[config.mk]
export PLATFORM = sky130hd
export DESIGN_NAME = lap_chronometer
export DESIGN_NICKNAME = d
export VERILOG_FILES = /design/src/rtl/chrono_pkg.sv /design/src/rtl/lap_chronometer_tick_gen.sv /design/src/rtl/lap_chronometer.sv
export SDC_FILE = /design/constraint.sdc
export NUM_CORES = 1
export LEC_CHECK = 0
export CAP_MARGIN = 20
export CORE_AREA = 4 4 105 107
export CTS_BUF_LIST = sky130_fd_sc_hd__clkbuf_4 sky130_fd_sc_hd__clkbuf_8
export DETAILED_ROUTE_END_ITERATION = 6
export DIE_AREA = 0 0 109 111
export PLACE_DENSITY_LB_ADDON = 0.08
export SYNTH_ARGS = -nofsm -noshare
export SYNTH_HDL_FRONTEND = slang
export SYNTH_SLANG_ARGS = --single-unit
[constraint.sdc]
create_clock -name clk -period 6.4 [get_ports clk]
set_input_delay 0.96 -clock clk [delete_from_list [all_inputs] [get_ports clk]]
set_output_delay 0.96 -clock clk [all_outputs]
set_load 0.02 [all_outputs]
[src/rtl/chrono_pkg.sv]
// Shared types and BCD digit helpers for the lap chronometer.
package chrono_pkg;

    localparam int unsigned BCD_W = 4;

    typedef enum logic [1:0] {
        IDLE   = 2'd0,
        RUN    = 2'd1,
        PAUSED = 2'd2,
        RECALL = 2'd3
    } state_t;

    function automatic logic [BCD_W-1:0] bcd_inc(input logic [BCD_W-1:0] d);
        return (d >= BCD_W'(9)) ? '0 : d + BCD_W'(1);
    endfunction

    function automatic logic [BCD_W-1:0] bcd_dec(input logic [BCD_W-1:0] d);
        return (d == '0) ? BCD_W'(9) : d - BCD_W'(1);
    endfunction

endpackage

[src/rtl/lap_chronometer_tick_gen.sv]
// Count-rate enable divider: one-cycle tick every CLK_FPGA/TICK_HZ enabled cycles.
module tick_gen #(
    parameter int unsigned CLK_FPGA = 100000000,
    parameter int unsigned TICK_HZ  = 100
) (
    input  logic clk,
    input  logic rst,
    input  logic en,
    input  logic clr,
    output logic tick
);

    localparam int unsigned DIV_RAW = CLK_FPGA / TICK_HZ;
    localparam int unsigned DIV     = (DIV_RAW < 1) ? 1 : DIV_RAW;
    localparam int unsigned CNT_W   = (DIV > 1) ? $clog2(DIV) : 1;

    logic [CNT_W-1:0] cnt;
    logic             at_end;

    // Tick is combinational so a tick landing with a stop pulse is still applied.
    assign at_end = (cnt == CNT_W'(DIV - 1));
    assign tick   = en && at_end;

    always_ff @(posedge clk) begin
        if (rst || clr) begin
            cnt <= '0;
        end else if (en) begin
            cnt <= at_end ? '0 : cnt + CNT_W'(1);
        end
    end

endmodule

[src/rtl/lap_chronometer.sv]
// BCD stopwatch with lap capture into external RAM and lap recall.
// Optional countdown mode (down/expired ports) when LAP_CHRONO_COUNTDOWN_EN is defined.
module lap_chronometer
    import chrono_pkg::*;
#(
    parameter int unsigned CLK_FPGA  = 100000000,
    parameter int unsigned TICK_HZ   = 100,
    parameter int unsigned DIGITS    = 4,
    parameter int unsigned ADDR_SIZE = 4,
    parameter int unsigned DATA_SIZE = 16
) (
    input  logic                 clk,
    input  logic                 rst,
    input  logic                 start,
    input  logic                 stop,
    input  logic                 restart,
    input  logic                 lap,
    input  logic                 recall,
`ifdef LAP_CHRONO_COUNTDOWN_EN
    input  logic                 down,
    output logic                 expired,
`endif
    output logic [DATA_SIZE-1:0] value,
    output logic                 running,
    output logic [ADDR_SIZE:0]   lap_count,
    output logic                 lap_full,
    output logic                 overflow,
    output logic [ADDR_SIZE-1:0] rd_addr,
    input  logic [DATA_SIZE-1:0] rd_data,
    output logic [ADDR_SIZE-1:0] wr_addr,
    output logic [DATA_SIZE-1:0] wr_data,
    output logic                 wr_en
);

    localparam int unsigned CW    = ADDR_SIZE + 1;
    localparam int unsigned DEPTH = 2 ** ADDR_SIZE;

    state_t                 state_q, state_d;
    logic                   tick;
    logic [DATA_SIZE-1:0]   time_q, time_d, time_inc, value_d;
    logic                   inc_wrap, wrap_c, start_ok;
    logic                   do_stop, do_start, do_recall, do_lap;
    logic                   lap_acc, recall_acc;
    logic [ADDR_SIZE-1:0]   rd_ptr, rd_ptr_nxt;
    logic [1:0]             rd_pend;
`ifdef LAP_CHRONO_COUNTDOWN_EN
    logic [DATA_SIZE-1:0]   time_dec;
    logic                   expire_c;
`endif

    tick_gen #(
        .CLK_FPGA (CLK_FPGA),
        .TICK_HZ  (TICK_HZ)
    ) u_tick_gen (
        .clk  (clk),
        .rst  (rst),
        .en   (state_q == RUN),
        .clr  (state_q == IDLE),
        .tick (tick)
    );

    // Pulse priority below restart: stop > start > recall > lap.
    assign do_stop   = stop;
    assign do_start  = start && !stop;
    assign do_recall = recall && !stop && !start;
    assign do_lap    = lap && !stop && !start && !recall;

    assign rd_ptr_nxt = ((CW'(rd_ptr) + CW'(1)) == lap_count) ? '0 : rd_ptr + ADDR_SIZE'(1);

    // Ripple BCD increment: a digit moves only when all lower digits are 9.
    always_comb begin
        logic carry;
        time_inc = time_q;
        carry    = 1'b1;
        for (int i = 0; i < DIGITS; i++) begin
            if (carry) time_inc[i*BCD_W +: BCD_W] = bcd_inc(time_q[i*BCD_W +: BCD_W]);
            carry = carry && (time_q[i*BCD_W +: BCD_W] == BCD_W'(9));
        end
        inc_wrap = carry;
    end

`ifdef LAP_CHRONO_COUNTDOWN_EN
    always_comb begin
        logic borrow;
        time_dec = time_q;
        borrow   = 1'b1;
        for (int i = 0; i < DIGITS; i++) begin
            if (borrow) time_dec[i*BCD_W +: BCD_W] = bcd_dec(time_q[i*BCD_W +: BCD_W]);
            borrow = borrow && (time_q[i*BCD_W +: BCD_W] == '0);
        end
    end
`endif

    always_comb begin
        state_d    = state_q;
        time_d     = time_q;
        wrap_c     = 1'b0;
        start_ok   = 1'b1;
        lap_acc    = 1'b0;
        recall_acc = 1'b0;
        value_d    = value;
`ifdef LAP_CHRONO_COUNTDOWN_EN
        expire_c   = 1'b0;
        start_ok   = !(down && (time_q == '0));
`endif
        if (tick) begin
`ifdef LAP_CHRONO_COUNTDOWN_EN
            if (down) begin
                time_d   = (time_q == '0) ? '0 : time_dec;
                expire_c = (time_q == '0) || (time_dec == '0);
            end else begin
                time_d = time_inc;
                wrap_c = inc_wrap;
            end
`else
            time_d = time_inc;
            wrap_c = inc_wrap;
`endif
        end
        if (restart) begin
            state_d = IDLE;
            time_d  = '0;
            wrap_c  = 1'b0;
`ifdef LAP_CHRONO_COUNTDOWN_EN
            expire_c = 1'b0;
`endif
        end else begin
            unique case (state_q)
                IDLE: begin
                    if (do_start && start_ok) state_d = RUN;
                end
                RUN: begin
                    if (do_stop) state_d = PAUSED;
`ifdef LAP_CHRONO_COUNTDOWN_EN
                    else if (expire_c) state_d = PAUSED;
`endif
                    lap_acc = do_lap && !lap_full;
                end
                PAUSED: begin
                    if (do_start && start_ok) begin
                        state_d = RUN;
                    end else if (do_recall && (lap_count != '0)) begin
                        state_d    = RECALL;
                        recall_acc = 1'b1;
                    end
                end
                RECALL: begin
                    if (do_start && start_ok) state_d = RUN;
                    else recall_acc = do_recall && (lap_count != '0);
                end
                default: state_d = IDLE;
            endcase
        end
        // Outside RECALL the display tracks live time; in RECALL it loads landed RAM reads.
        if (state_d != RECALL) value_d = time_d;
        else if (rd_pend[1]) value_d = rd_data;
    end

    always_ff @(posedge clk) begin
        if (rst) begin
            state_q   <= IDLE;
            time_q    <= '0;
            value     <= '0;
            running   <= 1'b0;
            lap_count <= '0;
            lap_full  <= 1'b0;
            overflow  <= 1'b0;
            rd_ptr    <= '0;
            rd_addr   <= '0;
            rd_pend   <= '0;
            wr_en     <= 1'b0;
            wr_addr   <= '0;
            wr_data   <= '0;
`ifdef LAP_CHRONO_COUNTDOWN_EN
            expired   <= 1'b0;
`endif
        end else begin
            state_q <= state_d;
            time_q  <= time_d;
            value   <= value_d;
            running <= (state_d == RUN);
            wr_en   <= lap_acc;
            rd_pend <= (state_d == RECALL) ? {rd_pend[0], recall_acc} : 2'b00;
`ifdef LAP_CHRONO_COUNTDOWN_EN
            expired <= expire_c;
`endif
            if (wrap_c) overflow <= 1'b1;
            if (lap_acc) begin
                wr_addr   <= lap_count[ADDR_SIZE-1:0];
                wr_data   <= time_q;
                lap_count <= lap_count + CW'(1);
                lap_full  <= (lap_count == CW'(DEPTH - 1));
            end
            if (recall_acc) begin
                rd_addr <= rd_ptr;
                rd_ptr  <= rd_ptr_nxt;
            end else if ((state_q == RECALL) && (state_d != RECALL)) begin
                rd_ptr <= '0;
            end
            if (restart) begin
                lap_count <= '0;
                lap_full  <= 1'b0;
                overflow  <= 1'b0;
                rd_ptr    <= '0;
                rd_addr   <= '0;
            end
        end
    end

endmodule

==> run_results.csv <==
group,metric,value,unit
status,result_of_the_run,"completed",
yosys,ys.flop_type,"sky130_fd_sc_hd__dfxtp_1",
yosys,synth-seq-cells,93,
clock_tree,clkLatencyLatePin,0.35,ns
floorplan,row_count,37,
setup_path,cp.arrival,3.33,ns
layout,layout-drive-gt1-share,5.36,%
yosys,synth_adder_area_share,6.18,%
yosys,synth-xor-area-share,5.42,%
yosys,synth_mux_area_share,4.08,%
setup_path,launch_point_of_the_worst_reg_to_reg_path,"state_q[1]",
timing,worst-slew-pin-transition,1.02,ns
timing,finalSetupViolCount,0,
yosys,synth.yosys.seq_area_share,41.8,%
yosys,synth_top_family_by_area,"simple AND/OR/NAND/NOR gates",
route,routed-via-count,3809,
power,power.total,0.000995,W
route,detail_route.first_pass.iterations,5,
power,powerDensity,182,nW/µm²
clock_tree,clock-root-buffer,"sky130_fd_sc_hd__clkbuf_8",
clock_tree,cts-resized-gates,0,
setup_path,worst_setup_path_category,"register to register",
global_route,grt_overflow_total,0,
setup_path,launch_point_of_the_critical_path,"state_q[1]",
layout,fillerInstances,937,
floorplan,top_level_ports,72,
floorplan,fp.dieW,109,µm
floorplan,fp.dieArea,12100,µm²
yosys,yosys.cell_types.count,61,
layout,antenna_cells,0,
setup_path,setup.reg_to_reg.worst_slack,3.28,ns
setup_path,end_kind,"register",
clock_tree,cts-hold-fix-buffers,0,
power,combinational_fraction_of_design_power,4.3,%
floorplan,initial_utilization,43.9,%
yosys,synth.largest_area_cell,"sky130_fd_sc_hd__dfxtp_1",
route,vias_per_cell,5.33,
clock_tree,clock_tree_from_tritoncts,"done",
clock_tree,cts_setup_buffers,0,
yosys,syn_inst,513,
global_route,grt_usage,18.3,%
yosys,synth.cell_area,4450,µm²
route,postRouteAntennaNets,0,
clock_tree,tritoncts_buffer_count,9,
clock_tree,num_clock_sinks,93,
yosys,post_synthesis_simple_gate_area_fraction,22.8,%
clock_tree,max-clock-path-buffers,2,
timing,fmax,321,MHz
global_route,wire_length_of_the_first_global_routing_pass,17.9,mm
timing,finalSetupTns,0,ns
power,irDropWorstVdd,0.0983,mV
global_route,grt-busiest-layer,"met2",
floorplan,die_h,111,µm
route,detailedRoute.firstIterationViolations,143,
yosys,synth_top_cells_by_count,"sky130_fd_sc_hd__dfxtp_1 (93), sky130_fd_sc_hd__nor2_1 (60), sky130_fd_sc_hd__nand2_1 (58), sky130_fd_sc_hd__a21oi_1 (32), sky130_fd_sc_hd__inv_1 (26)",
power,power.clock.fraction,37.4,%
global_route,grt_util_met1,25.6,%
layout,layout-area-overhead-vs-synth,22.6,%
global_route,pin_count_of_the_biggest_net_entering_global_routing,41,
hold_path,hold_path_class,"register to register",
timing,max_slew_margin,32.3,%
timing,final_skew,0.00862,ns
timing,report.final.hold_viol_count,0,
layout,final_nets,618,
setup_path,critical_path.endpoint,"u_tick_gen.cnt[19]",
placement,hpwlAfterDp,7.92,mm
yosys,asyncSetResetFlopFracSynth,0,%
floorplan,design.core.area,10100,µm²
global_route,global_route.usage.met2,29.2,%
placement,placement.io_buffers,71,
route,drt_wl_total,10.8,mm
setup_path,critPathLaunchType,"register",
clock_tree,clock_pin_slew_reported_for_the_worst_setup_and_hold_paths_after_clock_tree_synthesis,0.09,ns
timing,layout_worst_path_cycle_share,48.7,%
route,wl_per_cell,15.1,µm
power,power_switching,0.000228,W
timing,rsz_0062_raised_after_global_routing,"false",
yosys,mappedNetlistNets,558,
yosys,synth.area.top_cells,"sky130_fd_sc_hd__dfxtp_1 (42%), sky130_fd_sc_hd__ha_1 (6.2%), sky130_fd_sc_hd__nor2_1 (5.1%)",
hold_path,hold_path.startpoint,"rd_pend[0]",
clock_tree,cts.htree.levels,3,
global_route,number_of_global_route_vias_before_repair,3608,
route,detail_route.drc_violations,0,
timing,shortest_clock_period_the_worst_path_allows_after_layout,3.12,ns
yosys,syn-mean-instance-area,8.68,µm²
yosys,synth_compound_area_share,15.0,%
power,p_leak,1.84,nW
yosys,synth_edf_count,0,
setup_path,timing.rr.end,"u_tick_gen.cnt[19]",
power,pwr-share-seq,58.3,%
power,internal_power,0.000767,W
timing,final-max-slew-violation-count,0,
placement,place.gp.congestion,0.840,
setup_path,worst-path-max-fanout,20,
global_route,grt_antenna_before_repair,0,
setup_path,rr_worst_depth,7,
power,power.switching_fraction,22.9,%
yosys,ys.warnings.count,0,
yosys,count_leader_synth,"sky130_fd_sc_hd__dfxtp_1",
run,maxCapViolations,0,
global_route,grtUsageMet3,2.45,%
setup_path,critical_path_required,6.61,ns
yosys,area_fraction_of_the_dominant_cell_type_after_synthesis,41.8,%
registers in the layout (all words and copies together) (netlist names):
| signal | cells |
|---|---|
| lap_full | 1 |
| rd_ptr | 4 |
| u_tick_gen.cnt | 20 |
| value | 16 |
| wr_en | 1 |
| rd_pend | 2 |
| wr_data | 16 |
| time_q | 16 |
| wr_addr | 4 |
| running | 1 |
| state_q | 2 |
| overflow | 1 |
| rd_addr | 4 |
| lap_count | 5 |
critical path: stages (launching register included):
cell	delay (ns)
sky130_fd_sc_hd__dfxtp_1	0.35
sky130_fd_sc_hd__inv_1	0.13
sky130_fd_sc_hd__ha_1	0.43
sky130_fd_sc_hd__nand4_1	0.22
sky130_fd_sc_hd__or4_1	0.75
sky130_fd_sc_hd__nor3_1	0.34
sky130_fd_sc_hd__or3_1	0.61
sky130_fd_sc_hd__nor2_1	0.13
cell families after synthesis:
| group | Yosys count |
|---|---|
| fa+ha+maj | 22 |
| simple gates | 206 |
| xor+xnor | 26 |
| mux | 18 |
| buf+inv | 53 |
| compound gates | 95 |
| flops | 93 |
cell type report:
type / instances / area, µm² / area share (%)
Clock inverter: 4 / 31.3 / 0.573
Inverter: 26 / 97.6 / 1.79
Multi-Input combinational cell: 367 / 2380 / 43.6
Timing Repair Buffer: 76 / 756 / 13.9
Clock buffer: 12 / 159 / 2.91
Sequential cell: 93 / 1860 / 34.1
Tap cell: 136 / 170 / 3.12
power groups by stage:
stage / registers (W) / logic [W] / clock network, W
after floorplan: 0.000594 / 0.0000198 / 0
after global placement: 0.000594 / 0.0000431 / 0
after detailed placement: 0.000594 / 0.0000431 / 0
after CTS: 0.000580 / 0.0000434 / 0.000382
after global routing: 0.000580 / 0.0000473 / 0.000405
final: 0.000580 / 0.0000432 / 0.000372
per-stage QoR:
stage / utilization [%] / instance area [µm²] / setup WS [ns] / hold slack, ns / cells
after global placement: 51.8 / 5250 / 3.23 / 0.414 / 697
after global routing: 53.8 / 5460 / 3.03 / 0.445 / 714
after detailed placement: 51.8 / 5250 / 3.18 / 0.414 / 697
after floorplan: - / 4450 / 3.99 / 0.401 / 513
final: 53.8 / 5460 / 3.28 / 0.425 / 714
after CTS: 53.7 / 5440 / 3.28 / 0.429 / 713
routing by layer:
metal	vias up	routed length, µm
li1	1931	-
met1	1779	5060
met2	87	5010
met3	12	570
met4	0	140
met5	-	0
worst min-delay path by stage:
stage / end / depth (start not counted) / slack [ns]
floorplan: rd_pend[1] / 2 / 0.40
global placement: rd_pend[1] / 2 / 0.41
finish: rd_pend[1] / 2 / 0.43
global route: rd_pend[1] / 2 / 0.44
detailed placement: rd_pend[1] / 2 / 0.41
CTS: rd_pend[1] / 2 / 0.43
cell usage in the layout (no fill, tap or decap), types with 3 or more instances in the layout:
cell / netlist / final
sky130_fd_sc_hd__nand4b_1: 3 / 3
sky130_fd_sc_hd__clkbuf_8: 0 / 11
sky130_fd_sc_hd__and3_1: 4 / 4
sky130_fd_sc_hd__a211oi_1: 12 / 12
sky130_fd_sc_hd__nand2_1: 58 / 58
sky130_fd_sc_hd__o21a_1: 3 / 3
sky130_fd_sc_hd__o32ai_1: 7 / 7
sky130_fd_sc_hd__inv_1: 26 / 26
sky130_fd_sc_hd__mux2i_1: 17 / 17
sky130_fd_sc_hd__nand4_1: 12 / 12
sky130_fd_sc_hd__nor2_1: 60 / 60
sky130_fd_sc_hd__nor2b_1: 12 / 12
sky130_fd_sc_hd__buf_4: 1 / 4
sky130_fd_sc_hd__a21o_1: 7 / 7
sky130_fd_sc_hd__clkdlybuf4s50_1: 0 / 71
sky130_fd_sc_hd__nor3_1: 17 / 17
sky130_fd_sc_hd__o21ai_0: 3 / 3
sky130_fd_sc_hd__nand3_1: 8 / 8
sky130_fd_sc_hd__ha_1: 22 / 22
sky130_fd_sc_hd__dfxtp_1: 93 / 93
sky130_fd_sc_hd__clkinvlp_4: 0 / 3
sky130_fd_sc_hd__xor2_1: 9 / 9
sky130_fd_sc_hd__xnor2_1: 16 / 16
sky130_fd_sc_hd__o31ai_1: 3 / 3
sky130_fd_sc_hd__nor4_1: 6 / 6
sky130_fd_sc_hd__and4_1: 4 / 4
sky130_fd_sc_hd__o31a_1: 5 / 5
sky130_fd_sc_hd__or4_1: 4 / 4
sky130_fd_sc_hd__a21oi_1: 32 / 32
sky130_fd_sc_hd__o211ai_1: 4 / 4
sky130_fd_sc_hd__a31oi_1: 3 / 3
Note: power is estimated with default switching activity, not from simulation.
